File: src/rtl/bram_arb_pkg.sv
// Shared types and helpers for the two-client block-RAM arbiter.
package bram_arb_pkg;

  // Number of requesters sharing the RAM; the arbiters are built for exactly two.
  localparam int NUM_CLIENTS = 2;

  // Default geometry of the shared RAM (word address width, word width).
  localparam int DEF_ADDR_WIDTH = 10;
  localparam int DEF_DATA_WIDTH = 32;

  // One bit is enough to name either client.
  typedef logic client_id_t;

  localparam client_id_t CLIENT_0 = 1'b0;
  localparam client_id_t CLIENT_1 = 1'b1;

  // The client that did not win; round-robin hands priority to it.
  function automatic client_id_t other_client(input client_id_t id);
    return ~id;
  endfunction

endpackage

File: src/rtl/rr_arbiter2.sv
// Two-request round-robin arbiter. The grant is combinational from the
// requests and the priority register; priority moves to the losing client
// only when the caller confirms the grant was used (en).
module rr_arbiter2
  import bram_arb_pkg::*;
(
  input  logic       clk,
  input  logic       rst_n,
  input  logic [1:0] req,
  input  logic       en,
  output logic [1:0] gnt,
  output client_id_t gnt_id,
  output logic       gnt_valid
);

  client_id_t prio_q;
  client_id_t prio_d;

  // Pick the winner and work out the priority for the next cycle.
  // NOTE: every output of a combinational block gets a default first so no
  // path through the if/else leaves a signal unassigned (that infers a latch).
  always_comb begin
    gnt       = 2'b00;
    gnt_id    = CLIENT_0;
    gnt_valid = |req;
    prio_d    = prio_q;

    if (req[0] && req[1]) begin
      gnt_id = prio_q;
    end else if (req[1]) begin
      gnt_id = CLIENT_1;
    end else begin
      gnt_id = CLIENT_0;
    end

    if (gnt_valid) begin
      gnt[gnt_id] = 1'b1;
      if (en) begin
        prio_d = other_client(gnt_id);
      end
    end
  end

  // Priority register; client 0 is favoured out of reset.
  // NOTE: clocked state uses non-blocking assignments so every flop samples
  // the values from before the edge, independent of statement order.
  always_ff @(posedge clk or negedge rst_n) begin
    if (!rst_n) begin
      prio_q <= CLIENT_0;
    end else begin
      prio_q <= prio_d;
    end
  end

endmodule

File: src/rtl/bram_dual_arbiter.sv
// Shares one simple-dual-port byte-enable block RAM between two clients.
// The write port and the read port are arbitrated independently, so one
// write and one read can go out per cycle. A read that targets the address
// being written in the same cycle is held off for a cycle, which also gives
// read-after-write ordering. Read data is parked per client until consumed.
module bram_dual_arbiter
  import bram_arb_pkg::*;
#(
  parameter int ADDR_WIDTH = DEF_ADDR_WIDTH,
  parameter int DATA_WIDTH = DEF_DATA_WIDTH,  // multiple of 8
  parameter int BE_WIDTH   = DATA_WIDTH / 8
) (
  input  logic                  clk,
  input  logic                  rst_n,

  input  logic                  req_valid_0,
  output logic                  req_ready_0,
  input  logic                  req_write_0,
  input  logic [ADDR_WIDTH-1:0] req_addr_0,
  input  logic [DATA_WIDTH-1:0] req_data_0,
  input  logic [BE_WIDTH-1:0]   req_be_0,
  output logic                  rsp_valid_0,
  input  logic                  rsp_ready_0,
  output logic [DATA_WIDTH-1:0] rsp_data_0,

  input  logic                  req_valid_1,
  output logic                  req_ready_1,
  input  logic                  req_write_1,
  input  logic [ADDR_WIDTH-1:0] req_addr_1,
  input  logic [DATA_WIDTH-1:0] req_data_1,
  input  logic [BE_WIDTH-1:0]   req_be_1,
  output logic                  rsp_valid_1,
  input  logic                  rsp_ready_1,
  output logic [DATA_WIDTH-1:0] rsp_data_1,

  output logic [ADDR_WIDTH-1:0] ram_rd_addr,
  output logic [ADDR_WIDTH-1:0] ram_wr_addr,
  output logic                  ram_re,
  output logic                  ram_we,
  output logic [BE_WIDTH-1:0]   ram_be,
  output logic [DATA_WIDTH-1:0] ram_di,
  input  logic [DATA_WIDTH-1:0] ram_do
);

  // One client request, sized by this instance's RAM geometry.
  typedef struct packed {
    logic                  write;
    logic [ADDR_WIDTH-1:0] addr;
    logic [DATA_WIDTH-1:0] data;
    logic [BE_WIDTH-1:0]   be;
  } req_t;

  req_t [NUM_CLIENTS-1:0] req;
  logic [NUM_CLIENTS-1:0] req_valid;
  logic [NUM_CLIENTS-1:0] rsp_ready;
  logic [NUM_CLIENTS-1:0] req_ready;

  logic [NUM_CLIENTS-1:0] wr_cand;
  logic [NUM_CLIENTS-1:0] rd_cand;
  logic [NUM_CLIENTS-1:0] wr_gnt;
  logic [NUM_CLIENTS-1:0] rd_gnt;
  client_id_t             wr_id;
  client_id_t             rd_id;
  logic                   wr_any;
  logic                   rd_any;
  logic                   collision;
  logic                   rd_fire;
  logic [NUM_CLIENTS-1:0] rd_accept;

  // Read pipeline state: a read is in the RAM, or its data is parked.
  logic [NUM_CLIENTS-1:0]                 inflight_q;
  logic [NUM_CLIENTS-1:0]                 inflight_d;
  logic [NUM_CLIENTS-1:0]                 rsp_valid_q;
  logic [NUM_CLIENTS-1:0]                 rsp_valid_d;
  logic [NUM_CLIENTS-1:0][DATA_WIDTH-1:0] rsp_data_q;
  logic [NUM_CLIENTS-1:0][DATA_WIDTH-1:0] rsp_data_d;

  // Gather the flat per-client ports into indexable vectors.
  always_comb begin
    req_valid = {req_valid_1, req_valid_0};
    rsp_ready = {rsp_ready_1, rsp_ready_0};
    req[0]    = '{write: req_write_0, addr: req_addr_0, data: req_data_0, be: req_be_0};
    req[1]    = '{write: req_write_1, addr: req_addr_1, data: req_data_1, be: req_be_1};
  end

  // Who may compete for each port. A client reads only when nothing of its
  // own is in the RAM and its parked slot is free or being emptied now.
  always_comb begin
    wr_cand = '0;
    rd_cand = '0;
    for (int i = 0; i < NUM_CLIENTS; i++) begin
      wr_cand[i] = req_valid[i] && req[i].write;
      rd_cand[i] = req_valid[i] && !req[i].write && !inflight_q[i] &&
                   (!rsp_valid_q[i] || rsp_ready[i]);
    end
  end

  rr_arbiter2 u_wr_arb (
    .clk       (clk),
    .rst_n     (rst_n),
    .req       (wr_cand),
    .en        (1'b1),
    .gnt       (wr_gnt),
    .gnt_id    (wr_id),
    .gnt_valid (wr_any)
  );

  // A read withdrawn for a collision keeps its priority for the retry.
  rr_arbiter2 u_rd_arb (
    .clk       (clk),
    .rst_n     (rst_n),
    .req       (rd_cand),
    .en        (!collision),
    .gnt       (rd_gnt),
    .gnt_id    (rd_id),
    .gnt_valid (rd_any)
  );

  // Resolve read/write collisions and drive the RAM ports and handshakes.
  // Nothing is accepted or issued while reset is asserted.
  always_comb begin
    collision   = wr_any && rd_any && (req[rd_id].addr == req[wr_id].addr);
    rd_fire     = rd_any && !collision;
    rd_accept   = rd_fire ? rd_gnt : '0;
    req_ready   = rst_n ? (wr_gnt | rd_accept) : '0;

    ram_we      = rst_n && wr_any;
    ram_wr_addr = req[wr_id].addr;
    ram_di      = req[wr_id].data;
    ram_be      = req[wr_id].be;

    ram_re      = rst_n && rd_fire;
    ram_rd_addr = req[rd_id].addr;
  end

  // Next state of the read pipeline. RAM data lands one cycle after the
  // read was issued; a capture takes precedence over a pop of older data.
  always_comb begin
    inflight_d  = rd_accept;
    rsp_valid_d = rsp_valid_q;
    rsp_data_d  = rsp_data_q;
    for (int i = 0; i < NUM_CLIENTS; i++) begin
      if (inflight_q[i]) begin
        rsp_valid_d[i] = 1'b1;
        rsp_data_d[i]  = ram_do;
      end else if (rsp_ready[i]) begin
        rsp_valid_d[i] = 1'b0;
      end
    end
  end

  // Read pipeline registers. Reset discards anything in flight.
  // NOTE: the small response holding registers are reset to zero, but the
  // RAM array itself lives outside and is never cleared by reset.
  always_ff @(posedge clk or negedge rst_n) begin
    if (!rst_n) begin
      inflight_q  <= '0;
      rsp_valid_q <= '0;
      rsp_data_q  <= '0;
    end else begin
      inflight_q  <= inflight_d;
      rsp_valid_q <= rsp_valid_d;
      rsp_data_q  <= rsp_data_d;
    end
  end

  assign req_ready_0 = req_ready[0];
  assign req_ready_1 = req_ready[1];
  assign rsp_valid_0 = rsp_valid_q[0];
  assign rsp_valid_1 = rsp_valid_q[1];
  assign rsp_data_0  = rsp_data_q[0];
  assign rsp_data_1  = rsp_data_q[1];

endmodule

File: config.mk
export PLATFORM = sky130hd
export DESIGN_NAME = bram_dual_arbiter
export DESIGN_NICKNAME = d
export VERILOG_FILES = /design/src/rtl/bram_arb_pkg.sv /design/src/rtl/rr_arbiter2.sv /design/src/rtl/bram_dual_arbiter.sv
export SDC_FILE = /design/constraint.sdc
export NUM_CORES = 1
export LEC_CHECK = 0
export CORE_ASPECT_RATIO = 1.1
export CORE_MARGIN = 3
export CORE_UTILIZATION = 35
export DETAILED_ROUTE_END_ITERATION = 6
export GPL_TIMING_DRIVEN = 0
export PLACE_DENSITY = 0.8
export SYNTH_ARGS = -nofsm -noshare
export SYNTH_HDL_FRONTEND = slang
export SYNTH_SLANG_ARGS = --single-unit
File: constraint.sdc
create_clock -name clk -period 2 [get_ports clk]
set_input_delay 0.3 -clock clk [delete_from_list [all_inputs] [get_ports clk]]
set_output_delay 0.3 -clock clk [all_outputs]
set_load 0.1 [all_outputs]
Word level (Yosys, flattened, before mapping)
Index checks and enable logic that the tools add are counted.
- bitwise logic cells: 4
- muxes and demuxes: 20
- equal/unequal tests: 1
- reduce and logical (&&, ||, !) cells: 31
- order comparisons: 4
- operators with widths (cell ; number):
    $mux 46 ; 4
    $logic_and 1x1->1 ; 17
    $eq 10x10->1 ; 1
    $mux 1 ; 10
    $mux 2 ; 4
    $logic_not 1->1 ; 7
    $lt 1x2->1 const B ; 2
    $reduce_bool 2->1 ; 2
    $reduce_or 2->1 ; 2
    $not 1->1 ; 3
    $demux 1 s1 ; 2
    $ge 1x1->1 const B ; 2
    $logic_or 1x1->1 ; 2
    $or 2x2->2 ; 1
    $reduce_and 2->1 ; 1
- output and inout bits: 126
- input port bits: 132
- register bits after elaboration: 70
- word-level logic and storage cells: 67

Depth between registers and ports, before layout
- depth after elaboration: 15
- gate-level depth with buffers: 6

Modules after synthesis
From an unflattened synthesis, not the netlist that was laid out.
- cells, all modules: 272
- area, all modules: 3604.7 µm²
- modules (own cells, without submodules) (module ; area an instance (µm²) ; seq. area each (µm²) ; cells each ; times used):
    bram_dual_arbiter ; 3467.1 ; 1701.6 ; 256 ; 1
    rr_arbiter2 ; 68.8 ; 25.0 ; 8 ; 2

Worst setup path after synthesis
Ideal clock, no wire load.
- path kind: flip-flop to output port
- from: reg rsp_valid_q[1]
- to: out ram_re
- path slack: -2.119 ns
- cell stages (with the launch flop): 5
- data required time: 1.700 ns
- arrival: 3.819 ns
- cell sequence: dfrtp_1 > a2111oi_2 > o21a_1 > o21ai_0 > a221oi_1
- cells in the longest elaborated chain, start to end: 12
- elaborated cells on any way between the ends: 15
- ends and longest elaborated chain (element ; RTL line ; text):
    from (decl) ; bram_dual_arbiter.sv:73 ; logic [NUM_CLIENTS-1:0] rsp_valid_q;
    from (signal assigned) ; bram_dual_arbiter.sv:162 ; rsp_valid_q <= rsp_valid_d;
    $logic_not 1->1 (*) ; bram_dual_arbiter.sv:94 ; (!rsp_valid_q[i] || rsp_ready[i]);
    $logic_or 1x1->1 (*) ; bram_dual_arbiter.sv:94 ;
    $logic_and 1x1->1 (*) ; bram_dual_arbiter.sv:93 ; rd_cand[i] = req_valid[i] && !req[i].write && !inflight_q[i] &&
    $mux 1 or $logic_and 1x1->1 (tied branches) ; rr_arbiter2.sv:30, rr_arbiter2.sv:28 ;
    $mux 1 ; rr_arbiter2.sv:28 ; if (req[0] && req[1]) begin
    $mux 46 (implied by the code) (2 in series) ; bram_dual_arbiter.sv:122 ; collision = wr_any && rd_any && (req[rd_id].addr == req[wr_id].addr);
    $eq 10x10->1 ; bram_dual_arbiter.sv:122 ;
    $logic_and 1x1->1 ; bram_dual_arbiter.sv:122 ;
    $logic_not 1->1 ; bram_dual_arbiter.sv:123 ; rd_fire = rd_any && !collision;
    $logic_and 1x1->1 (*) ; bram_dual_arbiter.sv:123 ;
    $logic_and 1x1->1 (*) ; bram_dual_arbiter.sv:132 ; ram_re = rst_n && rd_fire;
    to (decl) ; bram_dual_arbiter.sv:38 ; output logic ram_re,
Every way passes the cells marked *; elsewhere a longest branch is shown, timed or not. The select of a mux whose other input is x is not followed.

Final worst setup path
- from: reg rsp_valid_q[0]
- to: out ram_rd_addr[4]
- cells in the longest elaborated chain, start to end: 7
- ends and longest elaborated chain (element ; RTL line ; text):
    $logic_not 1->1 ; bram_dual_arbiter.sv:94 ;
    $logic_or 1x1->1 ; bram_dual_arbiter.sv:94 ;
    $logic_and 1x1->1 ; bram_dual_arbiter.sv:93 ;
    $logic_and 1x1->1 ; rr_arbiter2.sv:28 ;
    $mux 1 ; rr_arbiter2.sv:28 ;
    $mux 46 (implied by the code) (2 in series) ; bram_dual_arbiter.sv:133 ; ram_rd_addr = req[rd_id].addr;
    to (decl) ; bram_dual_arbiter.sv:36 ; output logic [ADDR_WIDTH-1:0] ram_rd_addr,
Every way passes these cells. The select of a mux whose other input is x is not followed.

==> impl_results.md <==
* FMAX at 414 MHz
* Power Total at 8.82 mW
* Clock sink count at 70
* Clk slew on worst S/H paths at 0.08 ns
* Worst slew margin at 0.314
* Most common cell in the netlist: mux2_2
* Detailed router's first-iteration violation count at 99
* Crit share post-route at 1.21
* Worst min-delay path category: in -> async
* I/O Pins at 258
* Clk Latency, worst-skew pair at 0.33 ns
* Hold_ws at -0.137 ns
* Avg WL per Cell at 22.9 microns
* Core Footprint at 9540 sq um
* Synth cell types at 25
* Cells after synthesis at 248
* Critical path arrival at 2.12 ns
* Largest net degree at the start of global routing at 74
* Post-synth top area share at 0.501
* Total of max-cap violations at 0
* Final ANT Viol Nets at 0
* Syn-to-layout area delta at 120%
* Vias in the first global route at 3959
* Yosys top cell by area: dfrtp_1
* First-pass GRT wire length at 22.9 mm
* RSZ-0062 raised after global routing: yes
* Peak supply drop at 0.595 mV
* Pwr per Cell Area at 1150 nW/um^2
* Crit path max fanout at 5
* Post-layout worst setup margin at -0.416 ns
* Inserted Clock Buffers at 9
* Synthesis Warnings at 0
* CTS Root Cell: clkbuf_8
* Chip Width at 101 microns
* WS Path Type: reg -> out
* Leak at 3.47 nW
* Max Slew Vio Count at 0
* Hpwl dp at 10.1 mm
* Required time of the critical path at 1.70 ns
* Drt first pass iters at 4
* Worst Setup End Kind: output port
* Layout cell share with drive strength beyond 1 at 0.457
* CTS Buffer Depth at 2
* Starting Density at 0.367
* Fillers at 540
* Fin crit period at 2.42 ns
* Netlist Area Pre-Place at 3500 sq um
* Endpoints failing setup at 58
* Post-synth EDFFs at 0
* Fin. Hold Viols at 70
* Final core occ at 0.806
* DRC Markers at 0
* Post-synth ARST share at 1.00
* CTS tree: built
* Rows at 37
* Total congestion overflow at 0
* Synth Net Count at 380
* Crit start category: flip-flop
* Post-layout net count at 674
* Clock Skews at 0.00473 ns
* Die ar. at 11200 sq um
* Height of the die at 111 microns
* Status: finished, violations left
* Routed wire length at 15.3 mm
* Synth area leaders: dfrtp_1 50%, mux2_2 35%, mux2_4 4.3%
* Sequential-to-total area share from yosys stat at 0.501
* Vias per cell at 5.01
* #FFs+latches synth at 70
* Worst slew pin tran at 1.03 ns
* Gp weighted congestion at 0.801
* Port buffer count at 257
* Top FF cell, synth: dfrtp_1
* Vias at 3353
* GRT Total Usage at 0.270
* Failing checks: negative hold slack, negative setup slack
* Initial antenna violation count at 5
* Syn avg cell area at 14.1 sq um
* Most frequent cells after synthesis: 110 x mux2_2, 70 x dfrtp_1, 10 x mux2_4, 10 x xor2_1, 7 x inv_1
* Max H-tree Level at 3
* Setup TNS at -9.40 ns
==> routing by layer <==
metal	vias up	track usage	share of wire
met5	-	0	0
met4	0	0.123	0.037
met3	32	0.0975	0.10
met2	193	0.485	0.53
met1	1637	0.272	0.33
li1	1491	-	-
==> critical path, cell delays in order, from the launching register on <==
cell and delay [ns]:
dfrtp_4 0.49, a2111o_1 0.41, o21a_4 0.25, buf_6 0.14, mux2_4 0.31, buf_12 0.17
==> final timing paths <==
path	startpoint	endpoint	slack, ns	depth (start not counted)
max in group asynchronous	rst_n	rsp_valid_q[0]	1.79	1
setup / recovery	rsp_valid_q[0]	ram_rd_addr[4]	-0.42	5
setup reg to reg	inflight_q[0]	rsp_data_0[8]	0.47	2
min in group clk	rsp_ready_0	rsp_valid_q[0]	0.31	3
hold / removal	rst_n	rsp_data_1[21]	-0.14	1
hold reg to reg	rsp_data_0[24]	rsp_data_0[24]	0.50	1
==> cells in the final DEF (no fill, tap or decap), drive strengths merged <==
| cell type | count |
|---|---|
| a2111o | 1 |
| a2111oi | 1 |
| a211oi | 1 |
| a21o | 3 |
| a21oi | 1 |
| a221oi | 1 |
| a22oi | 1 |
| and4 | 1 |
| buf | 96 |
| bufinv | 2 |
| clkbuf | 14 |
| clkdlybuf4s18 | 1 |
| clkdlybuf4s50 | 112 |
| clkinv | 2 |
| clkinvlp | 1 |
| dfrtp | 70 |
| diode | 5 |
| dlygate4sd2 | 82 |
| dlymetal6s2s | 2 |
| inv | 8 |
| mux2 | 120 |
| nand2 | 2 |
| nand3 | 1 |
| nor2 | 5 |
| nor2b | 1 |
| nor4 | 2 |
| o21a | 3 |
| o21ai | 2 |
| o31ai | 1 |
| xor2 | 10 |
==> area by class of cell <==
| type | instances | area (sq um) | share of cell area |
|---|---|---|---|
| plain buffers | 10 | 88.8 | 0.0116 |
| clock buffers | 10 | 128 | 0.0166 |
| multi-input cells | 157 | 1940 | 0.253 |
| repair buffers | 287 | 3490 | 0.454 |
| well taps | 117 | 146 | 0.0190 |
| clock inverters | 6 | 93.8 | 0.0122 |
| flip-flops and latches | 70 | 1760 | 0.229 |
| inverters | 7 | 26.3 | 0.00342 |
| diodes | 5 | 12.5 | 0.00163 |
==> repair_timing <==
item	CTS	global route
gates cloned	7	0
hold endpoints to repair	70	70
pin swaps	6	7
resized for setup	694	38
buffers inserted	20	7
setup endpoints to repair	126	60
==> where the power goes <==
| group | leakage (nW) | switching (mW) | internal [mW] |
|---|---|---|---|
| Sequential | 0.824 | 0.197 | 1.79 |
| Combinational | 2.54 | 4.10 | 1.50 |
| Clock | 0.107 | 0.535 | 0.711 |
==> sequential cells by signal (all words and copies together), names as in the netlist <==
signal	count
u_rd_arb.prio_q	1
rsp_valid_q	2
rsp_data_1	32
rsp_data_0	32
inflight_q	2
u_wr_arb.prio_q	1
==> stage by stage <==
stage / cells / area, sq um / setup slack (ns)
floorplan: 248 / 3560 / -0.520
global placement: 622 / 6270 / -3.28
detailed placement: 622 / 6270 / -1.58
CTS: 664 / 7600 / -0.438
global route: 669 / 7690 / -0.469
finish: 669 / 7690 / -0.416
==> kinds of logic after synthesis <==
| family | Yosys count | synth area share |
|---|---|---|
| xor gates and xnor gates | 10 | 0.0250 |
| muxes | 120 | 0.397 |
| and+or+nand+nor | 12 | 0.0168 |
| AOI/OAI and AO/OA | 15 | 0.0336 |
| DFF | 70 | 0.501 |
| buffers and inverters | 21 | 0.0265 |
No activity file was read; power rests on OpenSTA's default activity.
